### config.mk
export PLATFORM = sky130hd
export DESIGN_NAME = mm_stage_lsu
export DESIGN_NICKNAME = d
export VERILOG_FILES = /design/src/rtl/lsu_pkg.sv /design/src/rtl/lsu_data_align.sv /design/src/rtl/mm_stage_lsu.sv
export SDC_FILE = /design/constraint.sdc
export NUM_CORES = 1
export LEC_CHECK = 0
export CAP_MARGIN = 10
export CORE_MARGIN = 10
export CORE_UTILIZATION = 35
export DETAILED_ROUTE_END_ITERATION = 12
export PLACE_DENSITY = 0.68
export SETUP_SLACK_MARGIN = 0.15
export SLEW_MARGIN = 20
export SYNTH_ARGS = -nofsm -noshare
export SYNTH_HDL_FRONTEND = slang
export SYNTH_SLANG_ARGS = --single-unit
### constraint.sdc
create_clock -name clk -period 3.8 [get_ports clk]
set_clock_uncertainty 0.05 [all_clocks]
set_input_delay 0.76 -clock clk [delete_from_list [all_inputs] [get_ports clk]]
set_output_delay 0.76 -clock clk [all_outputs]
set_load 0.03 [all_outputs]
### src/rtl/lsu_pkg.sv
// Shared types and helpers for the memory-stage load/store unit.
// funct3 encodings follow the RISC-V load/store size/sign field.
package lsu_pkg;

   typedef enum logic [1:0] {
      S_IDLE = 2'd0,
      S_REQ  = 2'd1,
      S_WAIT = 2'd2,
      S_DONE = 2'd3
   } lsu_state_t;

   localparam logic [2:0] F3_B  = 3'b000;
   localparam logic [2:0] F3_H  = 3'b001;
   localparam logic [2:0] F3_W  = 3'b010;
   localparam logic [2:0] F3_D  = 3'b011;
   localparam logic [2:0] F3_BU = 3'b100;
   localparam logic [2:0] F3_HU = 3'b101;
   localparam logic [2:0] F3_WU = 3'b110;

   // Byte-enable mask for an access of 2**size bytes at a byte offset within a 64-bit word.
   function automatic logic [7:0] be_for(input logic [1:0] size, input logic [2:0] offset);
      logic [7:0] be;
      case (size)
         2'd0:    be = 8'h01 << offset;
         2'd1:    be = 8'h03 << offset;
         2'd2:    be = 8'h0F << offset;
         default: be = 8'hFF;
      endcase
      return be;
   endfunction

endpackage

### src/rtl/lsu_data_align.sv
// Combinational lane handling: store replication and byte enables,
// load lane extraction with sign/zero extension.
module lsu_data_align
   import lsu_pkg::*;
#(
   parameter int DATA_WIDTH = 64
) (
   input  logic [2:0]                        st_funct3,
   input  logic [$clog2(DATA_WIDTH/8)-1:0]   st_offset,
   input  logic [DATA_WIDTH-1:0]             st_data,
   output logic [DATA_WIDTH/8-1:0]           st_be,
   output logic [DATA_WIDTH-1:0]             st_wdata,
   input  logic [2:0]                        ld_funct3,
   input  logic [$clog2(DATA_WIDTH/8)-1:0]   ld_offset,
   input  logic [DATA_WIDTH-1:0]             ld_word,
   output logic [DATA_WIDTH-1:0]             ld_data
);

   localparam int BE_W = DATA_WIDTH / 8;

   logic [7:0]            be8;
   logic [DATA_WIDTH-1:0] shifted;

   always_comb begin
      be8   = be_for(st_funct3[1:0], 3'(st_offset));
      st_be = be8[BE_W-1:0];
   end

   always_comb begin
      case (st_funct3[1:0])
         2'd0:    st_wdata = {BE_W{st_data[7:0]}};
         2'd1:    st_wdata = {(BE_W/2){st_data[15:0]}};
         2'd2:    st_wdata = {(BE_W/4){st_data[31:0]}};
         default: st_wdata = st_data;
      endcase
   end

   // The addressed lane is brought down to bit 0 before extension.
   always_comb begin
      shifted = ld_word >> {ld_offset, 3'b000};
      case (ld_funct3)
         F3_B:    ld_data = DATA_WIDTH'($signed(shifted[7:0]));
         F3_H:    ld_data = DATA_WIDTH'($signed(shifted[15:0]));
         F3_W:    ld_data = DATA_WIDTH'($signed(shifted[31:0]));
         F3_BU:   ld_data = DATA_WIDTH'(shifted[7:0]);
         F3_HU:   ld_data = DATA_WIDTH'(shifted[15:0]);
         F3_WU:   ld_data = DATA_WIDTH'(shifted[31:0]);
         default: ld_data = shifted;
      endcase
   end

endmodule

### src/rtl/mm_stage_lsu.sv
// Memory-stage load/store unit: issues one valid/ready data-memory access per
// memory instruction and stalls upstream until it completes.
module mm_stage_lsu
   import lsu_pkg::*;
#(
   parameter int DATA_WIDTH = 64,
   parameter int ADDR_WIDTH = 64
) (
   input  logic                      clk,
   input  logic                      rst_n,
   input  logic                      reg_write_in,
   input  logic                      mem_read_in,
   input  logic                      mem_write_in,
   input  logic [2:0]                funct3_in,
   input  logic [DATA_WIDTH-1:0]     alu_result_in,
   input  logic [DATA_WIDTH-1:0]     write_data_in,
   input  logic [4:0]                rd_in,
   output logic                      dmem_req_valid,
   input  logic                      dmem_req_ready,
   output logic                      dmem_we,
   output logic [ADDR_WIDTH-1:0]     dmem_addr,
   output logic [DATA_WIDTH/8-1:0]   dmem_be,
   output logic [DATA_WIDTH-1:0]     dmem_wdata,
   input  logic                      dmem_rsp_valid,
   input  logic [DATA_WIDTH-1:0]     dmem_rsp_data,
   output logic [DATA_WIDTH-1:0]     mem_data_out,
   output logic [DATA_WIDTH-1:0]     alu_result_out,
   output logic [4:0]                rd_out,
   output logic                      reg_write_out,
   output logic                      stall_out,
   output logic                      misalign_out
);

   localparam int BE_W  = DATA_WIDTH / 8;
   localparam int OFF_W = $clog2(BE_W);

   lsu_state_t            state;
   logic                  mem_op;
   logic                  misaligned;
   logic                  issue;
   logic [ADDR_WIDTH-1:0] eff_addr;
   logic [OFF_W-1:0]      offset;
   logic [OFF_W-1:0]      offset_q;
   logic [2:0]            funct3_q;
   logic [BE_W-1:0]       st_be;
   logic [DATA_WIDTH-1:0] st_wdata;
   logic [DATA_WIDTH-1:0] ld_data;

   // D never fits a 32-bit word, and WU has no meaning there either.
   function automatic logic is_misaligned(input logic [2:0] f3, input logic [2:0] low,
                                          input logic is_load);
      logic m;
      case (f3)
         F3_B, F3_BU: m = 1'b0;
         F3_H, F3_HU: m = low[0];
         F3_W:        m = |low[1:0];
         F3_WU:       m = |low[1:0] || (DATA_WIDTH == 32 && is_load);
         F3_D:        m = |low || (DATA_WIDTH == 32);
         default:     m = 1'b1;
      endcase
      return m;
   endfunction

   generate
      if (ADDR_WIDTH <= DATA_WIDTH) begin : g_addr_trunc
         assign eff_addr = alu_result_in[ADDR_WIDTH-1:0];
      end else begin : g_addr_ext
         assign eff_addr = {{(ADDR_WIDTH-DATA_WIDTH){1'b0}}, alu_result_in};
      end
   endgenerate

   assign offset     = alu_result_in[OFF_W-1:0];
   assign mem_op     = mem_read_in | mem_write_in;
   assign misaligned = is_misaligned(funct3_in, alu_result_in[2:0], !mem_write_in);
   assign issue      = (state == S_IDLE) && mem_op && !misaligned;

   lsu_data_align #(
      .DATA_WIDTH (DATA_WIDTH)
   ) u_align (
      .st_funct3 (funct3_in),
      .st_offset (offset),
      .st_data   (write_data_in),
      .st_be     (st_be),
      .st_wdata  (st_wdata),
      .ld_funct3 (funct3_q),
      .ld_offset (offset_q),
      .ld_word   (dmem_rsp_data),
      .ld_data   (ld_data)
   );

   always_ff @(posedge clk or negedge rst_n) begin
      if (!rst_n) begin
         state          <= S_IDLE;
         dmem_req_valid <= 1'b0;
         dmem_we        <= 1'b0;
         dmem_addr      <= '0;
         dmem_be        <= '0;
         dmem_wdata     <= '0;
         funct3_q       <= 3'b000;
         offset_q       <= '0;
         mem_data_out   <= '0;
      end else begin
         case (state)
            S_IDLE: begin
               if (issue) begin
                  dmem_req_valid <= 1'b1;
                  dmem_we        <= mem_write_in;
                  dmem_addr      <= {eff_addr[ADDR_WIDTH-1:OFF_W], {OFF_W{1'b0}}};
                  dmem_be        <= st_be;
                  dmem_wdata     <= st_wdata;
                  funct3_q       <= funct3_in;
                  offset_q       <= offset;
                  state          <= S_REQ;
               end
            end
            S_REQ: begin
               if (dmem_req_ready) begin
                  dmem_req_valid <= 1'b0;
                  state          <= dmem_we ? S_DONE : S_WAIT;
               end
            end
            S_WAIT: begin
               if (dmem_rsp_valid) begin
                  mem_data_out <= ld_data;
                  state        <= S_DONE;
               end
            end
            default: state <= S_IDLE;
         endcase
      end
   end

   assign stall_out      = issue || (state == S_REQ) || (state == S_WAIT);
   assign misalign_out   = (state == S_IDLE) && mem_op && misaligned;
   assign reg_write_out  = reg_write_in &&
                           (((state == S_IDLE) && !mem_op) || (state == S_DONE));
   assign alu_result_out = alu_result_in;
   assign rd_out         = rd_in;

endmodule

=== Word-level counts from Yosys, hierarchy flattened ===
Index checks and enable logic that the tools add are counted.

* Word-level logic and storage cells: 69
* Bits of input ports: 207
* Register bits after elaboration: 207

* Multiplexer cells: 12
* Bitwise operators: 1
* Eq/ne operators: 19
* Shifts and indexed selects: 4
* Reductions and logical operators: 24

{| class="wikitable"
|+ Operators by type and width
! kind !! number
|-
| 64-bit case mux with 6 select lines || 1
|-
| 64-bit case mux with 3 select lines || 1
|-
| 64-bit by 6-bit right shift with 64-bit output || 1
|-
| 8-bit case mux with 3 select lines || 1
|-
| 3-bit == test, second input constant || 6
|-
| 3-bit by 2-bit == test with 1-bit output, second input constant || 3
|-
| 2-bit OR reduction || 4
|-
| 1-bit by 3-bit << shifter with 8-bit output, first input constant || 1
|-
| 2-bit by 3-bit << shifter with 8-bit output, first input constant || 1
|-
| 4-bit by 3-bit << shifter with 8-bit output, first input constant || 1
|-
| 2-bit == test, second input constant || 3
|-
| 3-bit by 1-bit == test with 1-bit output, second input constant || 2
|-
| 3-bit zero test || 2
|-
| 2-bit two-way mux || 3
|-
| 2-bit != test, second input constant || 3
|-
| 2-bit case mux with 3 select lines || 1
|-
| 3-bit AND reduction || 2
|-
| 1-bit logical AND || 5
|-
| 2-bit by 1-bit == test with 1-bit output, second input constant || 2
|-
| 2-bit zero test || 2
|-
| 1-bit case mux with 4 select lines || 1
|-
| 2-bit AND reduction || 2
|-
| 1-bit logical OR || 3
|-
| 1-bit two-way mux || 3
|-
| 5 further kinds || 6
|}

=== Longest topological paths before layout ===
* Depth in word-level cells: 7
* Gate-level depth with buffers: 12
* Gate-level depth less buffers: 7

=== Cells and area by module ===
A second synthesis with hierarchy kept.

* Cell total of the unflattened synthesis: 943
* Area, all modules: 11528.6 µm²

{| class="wikitable"
|+ Modules (own cells, without submodules)
! module !! cells an instance !! area an instance (µm²) !! sequential area each (µm²) !! instances
|-
| mm_stage_lsu || 535 || 8378.0 || 5180.0 || 1
|-
| lsu_data_align || 408 || 3150.5 || 0.0 || 1
|}

=== Least setup slack after synthesis ===
No wires, ideal clock.

* Path kind: input -> output
* From: input funct3_in[0]
* To: output stall_out
* Required time: 2.990 ns
* Path buffers: 5
* Slack: 0.220 ns
* Arrival time: 2.770 ns
* Stages: 11
* Path through: inv_1 > ha_1 > buf_2 > or3_1 > buf_2 > mux2i_1 > or3_1 > buf_2 > buf_2 > buf_2 > nand3_1

* Word-level cells in the longest chain between the ends: 7
* Elaborated cells between the ends (all ways): 15
* Classes of those cells: eq/ne (6); mux (1); reduce/logical (8)

{| class="wikitable"
|+ RTL lines
! element !! line !! source
|-
| from (decl) || mm_stage_lsu.sv:14 || <nowiki>input logic [2:0] funct3_in,</nowiki>
|-
| 3-bit == test (tied with other cells) || mm_stage_lsu.sv:53 || <nowiki>case (f3)</nowiki>
|-
| 2-bit OR reduction (on tied branches) || - ||
|-
| 1-bit case mux with 4 select lines (*) || mm_stage_lsu.sv:53 ||
|-
| 1-bit zero test (*) || mm_stage_lsu.sv:75 || <nowiki>assign issue = (state == S_IDLE) && mem_op && !misaligned;</nowiki>
|-
| 1-bit logical AND (*) || mm_stage_lsu.sv:75 ||
|-
| 1-bit logical OR (*) (2 in a row) || mm_stage_lsu.sv:133 || <nowiki>assign stall_out = issue || (state == S_REQ) || (state == S_WAIT);</nowiki>
|-
| to (decl) || mm_stage_lsu.sv:30 || <nowiki>output logic stall_out,</nowiki>
|}

Every way passes the cells marked *; elsewhere a longest branch is shown, timed or not.

=== Worst setup path in the final report ===
Same ends and word-level chain as after synthesis.

==> results_dict.tcl <==
set metrics [dict create \
    p_total_mw 14.6 \
    wl_per_cell_um 23.2 \
    drv_cap 0 \
    top_usage_layer "met2" \
    cts.clk_slew.worst_paths_ns 0.06 \
    met3_usage_pct 8.49 \
    worstMarginPinSlew_ns 0.735 \
    vdd_drop_max_uv 448 \
    fmax_mhz 309 \
    place_congestion 0.895 \
    synth_cell_types 47 \
    ys_seq_elements 207 \
    yosysWarnings 0 \
    hp-class "input pin to async pin" \
    required_ns 2.99 \
    grt_pass1_wl_um 69900 \
    finalMaxSlewViolations 0 \
    synth_edf_count 0 \
    start_util_pct 35.6 \
    tns_ns 0 \
    gr-usage-met1_pct 28.0 \
    hold_viol 0 \
    grt_pass1_vias 11000 \
    synth_ff_type "dfrtp_1" \
    area_growth_pct 47.2 \
    ant_nets 0 \
    grtUsageTotal_pct 22.8 \
    rsz0062_at_grt "false" \
    antenna_found_initial 4 \
    portBuffers 467 \
    critPathCaptureType "output pin" \
    status "finished clean" \
    finalSetupViolations 0 \
    firstDrtPassIters 6 \
    power.static_leakage_nw 7.20 \
    root_buffer "clkbuf_16" \
    fp.dieW_um 199 \
    synthArstFlopShare_pct 100 \
    rows 65 \
    ys_seq_area_share_pct 46.0 \
    fin_crit_ns 3.23 \
    die_h_um 199 \
    totalWireLength_um 47300 \
    vias_per_cell 5.30 \
    postSynthCellCount 1255 \
    nets 1831 \
    path_class "input pin to output pin" \
    syn_area_sq_um 11300 \
    slew_headroom_pct 50.8 \
    use_met2_pct 37.4 \
    clockBufferDepth 3 \
    fin_crit_sh_pct 85.0 \
    drc 0 \
    place_area_sq_um 15800 \
    syn_avg_cell_area_sq_um 8.97 \
    drive_gt1_share_pct 7.48 \
    grt-ovfl-total 0 \
    cts_inserted_buffers 25 \
    cp-start-kind "input pin" \
    first_iter_violations 887 \
    hold_ws_ns 0.171 \
    htree_num_levels 1 \
    hpwl_um 36300 \
    insertion_delay_ns 0.52 \
    core_area_sq_um 31600 \
    routed-via-count 10800 \
    hold_buffers 0 \
    grt_max_degree 116 \
    cts_tree "done" \
    powerDensity_nw_per_um2 879 \
    design_area_sq_um 16600 \
    die-area_sq_um 39700 \
    clock_sinks 207 \
    cp.arrival_ns 2.42 \
    cp_max_fo 4 \
    ios 481 \
]
==> path summary, 6_finish.rpt <==
kind | from | end | slack, ns | cells after the start
worst max-delay path | funct3_in[0] | stall_out | 0.57 | 8
worst max register to register | offset_q[1]$_DFFE_PN0P_ | mem_data_out[32]$_DFFE_PN0P_ | 1.06 | 6
max in group asynchronous | rst_n | dmem_wdata[20]$_DFFE_PN0P_ | 2.64 | 2
worst min register to register | dmem_addr[36]$_DFFE_PN0P_ | dmem_addr[36]$_DFFE_PN0P_ | 0.42 | 2
worst min-delay path | rst_n | mem_data_out[17]$_DFFE_PN0P_ | 0.17 | 1
min in group clk | dmem_addr[36]$_DFFE_PN0P_ | dmem_addr[36]$_DFFE_PN0P_ | 0.42 | 2
==> flip-flops by register name, summed over array words and instances (netlist names) <==
| register | count |
|---|---|
| state | 2 |
| dmem_req_valid | 1 |
| dmem_addr | 61 |
| dmem_be | 8 |
| dmem_we | 1 |
| mem_data_out | 64 |
| offset_q | 3 |
| dmem_wdata | 64 |
| funct3_q | 3 |
==> cells by family after synthesis <==
group | after synthesis | share of synthesized area [%]
AO/OA/AOI/OAI | 297 | 16.6
adder cells (fa/ha/maj) | 10 | 1.11
buffers and inverters | 181 | 9.03
flip-flops | 207 | 46.0
multiplexers | 70 | 9.16
other | 1 | 0.0333
AND/OR/NAND/NOR | 489 | 18.1
==> placed cells by master, fill, tap and decap left out, drive strengths merged, types with 4 or more instances in the layout <==
| cell type | synthesis | routed |
|---|---|---|
| a21o | 8 | 8 |
| a222oi | 8 | 8 |
| a221oi | 16 | 16 |
| nor2 | 68 | 68 |
| mux4 | 25 | 25 |
| mux2i | 31 | 31 |
| o21ai | 86 | 86 |
| dfrtp | 207 | 207 |
| nor2b | 48 | 48 |
| mux2 | 14 | 14 |
| o22ai | 16 | 16 |
| nand2 | 343 | 343 |
| o31ai | 26 | 26 |
| clkbuf | 55 | 37 |
| inv | 12 | 12 |
| a211oi | 9 | 9 |
| a2bb2oi | 10 | 10 |
| buf | 114 | 35 |
| o32a | 8 | 8 |
| clkinv | 0 | 5 |
| clkdlybuf4s50 | 0 | 462 |
| ha | 10 | 10 |
| a21oi | 86 | 86 |
| and2 | 6 | 6 |
| nor3 | 4 | 4 |
| or2 | 4 | 4 |
| a31oi | 11 | 11 |
| nand2b | 7 | 7 |
==> Yosys cell counts, drive strengths merged (7+ instances only) <==
cell type / n / area share, %
o21ai: 86 / 3.8
mux2: 14 / 1.4
mux4: 25 / 5.0
a31oi: 11 / 0.61
a221oi: 16 / 1.2
ha: 10 / 1.1
nor2: 68 / 2.3
o32a: 8 / 0.71
a211oi: 9 / 0.60
nor2b: 48 / 2.7
o31ai: 26 / 1.7
buf: 114 / 6.8
inv: 12 / 0.40
clkbuf: 55 / 1.8
a21o: 8 / 0.53
dfrtp: 207 / 46
a222oi: 8 / 0.71
nand2: 343 / 11
a21oi: 86 / 3.8
a2bb2oi: 10 / 0.78
o22ai: 16 / 0.89
mux2i: 31 / 2.8
nand2b: 7 / 0.39
==> worst max-delay path, stage by stage <==
cell and delay, ns:
dlymetal6s2s_1 0.17, inv_1 0.12, ha_1 0.23, or3_1 0.41, mux2i_2 0.22, or3_4 0.21
nand3_1 0.13, buf_12 0.17
==> layer usage <==
metal / part of all wire, % / vias to the layer above
li1: - / 4949
met2: 47 / 490
met4: 2.3 / 4
met3: 11 / 76
met1: 39 / 5253
met5: 0.068 / -
==> report_power, final <==
group | total [mW] | switching [mW] | internal (mW)
registers | 3.97 | 0.717 | 3.25
clock network | 2.30 | 0.949 | 1.35
logic | 8.30 | 4.98 | 3.32
total | 14.6 | 6.64 | 7.92
==> cell type report <==
type,instances,area (sq um)
Antenna cell,2,5.00
Clock buffer,37,711
Clock inverter,6,55.1
Fill cell,2946,15100
Inverter,12,45.0
Multi-Input combinational cell,869,5090
Sequential cell,207,5180
Tap cell,402,503
Timing Repair Buffer,499,4980
==> through the flow <==
step	setup WS, ns	util [%]	cells
detailed placement	0.0713	49.9	1988
finish	0.568	52.4	2034
CTS	0.192	52.4	2032
global route	0.433	52.4	2033
floorplan	0.220	-	1257
global placement	0.145	49.9	1988
==> timing repair <==
item                                    4_1_cts  5_1_grt
gates cloned                                  0        0
endpoints found under the setup margin        1        2
setup buffers                                 1        0
gates resized for setup                       1        2
Power figures use the tool's default switching activity.
==> variant (config.mk and constraints unchanged) <==
Set the parameter `ADDR_WIDTH` to 128 (it was 64).
--- a/src/rtl/mm_stage_lsu.sv
+++ b/src/rtl/mm_stage_lsu.sv
@@ -4,7 +4,7 @@
    import lsu_pkg::*;
 #(
    parameter int DATA_WIDTH = 64,
-   parameter int ADDR_WIDTH = 64
+   parameter int ADDR_WIDTH = 128
 ) (
    input  logic                      clk,
    input  logic                      rst_n,
Ports: changed (resized dmem_addr); port bits go from 481 to 545. No check against the original RTL was run, so the function may have changed too.
==> variant against the unedited design <==
- sequential cell count is the same
- die area grew 3.8%
- setup slack lost 110 ps
- worst hold slack lost 37 ps
- synthesized area grew 4.3%
- cell area grew 2.2%
- routed wire length shrank 0.25%
- total power grew 1.4%
==> variant: results (changes against the unedited design) <==
stage,metric,value,unit,change
clocking,H-tree depth,1,,unchanged
finish,Fillers,3146,,"was 2,946"
drt,total wire length,47.2,mm,was 47.3 mm
flow_run,max_cap viols,0,,unchanged
synthesis,most instantiated cells after synthesis,"343 x nand2_1, 207 x dfrtp_1, 137 x buf_4, 86 x a21oi_1, 85 x o21ai_0",,"was 343 x nand2_1, 207 x dfrtp_1, 86 x a21oi_1, 85 x o21ai_0, 73 x buf_4"
global_route,first-pass GRT wire length,70.7,mm,was 69.9 mm
drt,initial drt markers,831,,was 887
placement,dpl cell area,16100,µm²,"was 15,800 µm²"
setup_path,CP Max Fanout,2,,was 4
clocking,clock latency on the worst-skew pair,530,ps,
synthesis,Yosys Warn Count,0,,unchanged
pwr,leak pwr,7.44,nW,was 7.20 nW
global_route,GRT Resource Usage Total,0.217,,was 0.228
global_route,largest net degree at the start of global routing,139,,was 116
synthesis,post-synthesis sequential area ratio,0.441,,was 0.460
finish,layout net count,1895,,"was 1,831"
status,outcome,finished clean,,unchanged
pwr,Switch Pwr,6.78,mW,was 6.64 mW
clocking,worst-case clock buffer depth,3,,unchanged
finish,layout cell share with drive strength beyond 1,0.0766,,was 0.0748
timing,worst-margin pin slew,1140,ps,was 735 ps
drt,via count,10788,,"was 10,772"
clocking,CTS buffer count,25,,unchanged
global_route,initial antenna violation count,2,,was 4
pwr,Max VDD drop,0.403,mV,was 0.448 mV
finish,biggest regs,"dmem_wdata x64, mem_data_out x64, dmem_addr x61",,unchanged
drt,drt first pass iters,5,,was 6
synthesis,post-synth cell types,47,,unchanged
placement,post-DP HPWL,36.2,mm,was 36.3 mm
clocking,clock root buffer,clkbuf_16,,unchanged
synthesis,"Async S/R FF share, synth",1.00,,unchanged
placement,RD Place Congestion,0.911,,was 0.895
synthesis,ranking of synthesized cells by area,"dfrtp_1 44%, nand2_1 11%, buf_4 8.8%",,"was dfrtp_1 46%, nand2_1 11%, mux4_2 5.0%"
setup_path,CP Data Arrival Time,2530,ps,was 2420 ps
clocking,clock-pin slew on the worst setup and hold paths,60,ps,about the same
min_path,Hold Path Class,in -> async,,unchanged
placement,DP Worst Slack,186,ps,was 71.3 ps
placement,Port Buffers,467,,unchanged
-- variant: cell types whose count changed after synthesis, sizes merged --
cell  delta
buf     +64
-- variant: worst paths after layout --
| path | startpoint | end | slack (ps) | cells past startpoint |
|---|---|---|---|---|
| worst max-delay path | alu_result_in[2] | stall_out | 460 | 6 |
| worst min-delay path | rst_n | mem_data_out[27] | 130 | 1 |
| worst max register to register | offset_q[2] | mem_data_out[35] | 1050 | 5 |
| worst min register to register | dmem_addr[37] | dmem_addr[37] | 420 | 2 |
| max in group asynchronous | rst_n | dmem_addr[39] | 2690 | 2 |
| min in group clk | dmem_addr[37] | dmem_addr[37] | 420 | 2 |
-- variant: worst max-delay path: stages --
cell             delay [ps]
clkdlybuf4s50_1         490
nor3_1                  390
mux2i_2                 150
or3_4                   430
nand3_1                 100
buf_4                   190
-- variant: kinds of logic after synthesis --
| kind of cell | count (synthesis) | share of synthesized area |
|---|---|---|
| multiplexers | 70 | 0.0878 |
| adder cells (fa/ha/maj) | 10 | 0.0107 |
| AO/OA/AOI/OAI | 297 | 0.159 |
| AND/OR/NAND/NOR | 489 | 0.173 |
| buffers and inverters | 245 | 0.127 |
| other | 1 | 0.000319 |
| flip-flops | 207 | 0.441 |
-- variant: final cells by class --
class	instances	area [µm²]	area share
multi-input cells	933	5330	0.315
flip-flops and latches	207	5180	0.306
repair buffers	499	4970	0.293
clock buffers	31	688	0.0406
well taps	448	561	0.0331
clock inverters	15	153	0.00901
inverters	12	45.0	0.00266
diodes	2	5.00	0.000296
-- variant: power groups by stage --
stage | clock network, mW | logic [mW] | registers [mW]
3_5_place_dp | 0 | 8.37 | 3.98
3_3_place_gp | 0 | 8.31 | 3.95
5_1_grt | 2.61 | 8.92 | 4.12
6_report | 2.46 | 8.33 | 3.97
4_1_cts | 2.52 | 8.40 | 3.97
2_1_floorplan | 0 | 3.12 | 5.79
-- variant: layer usage --
| layer | vias to the layer above | track usage | wire (µm) |
|---|---|---|---|
| li1 | 5033 | - | - |
| met1 | 5204 | 0.262 | 18400 |
| met2 | 486 | 0.367 | 22900 |
| met3 | 61 | 0.0794 | 4850 |
| met4 | 4 | 0.0421 | 949 |
| met5 | - | 0 | 27 |
-- variant: per-stage QoR --
step	utilization	std cells	hold slack (ps)	total power, mW
3_3_place_gp	0.483	2099	407	12.3
2_1_floorplan	-	1385	414	8.91
5_1_grt	0.509	2145	198	15.7
6_report	0.509	2147	134	14.8
3_5_place_dp	0.483	2099	413	12.4
4_1_cts	0.508	2145	200	14.9
-- variant: repair_timing --
item | CTS | global route
endpoints found under the setup margin | 0 | 2
buffers inserted | 0 | 0
resized for setup | 0 | 4
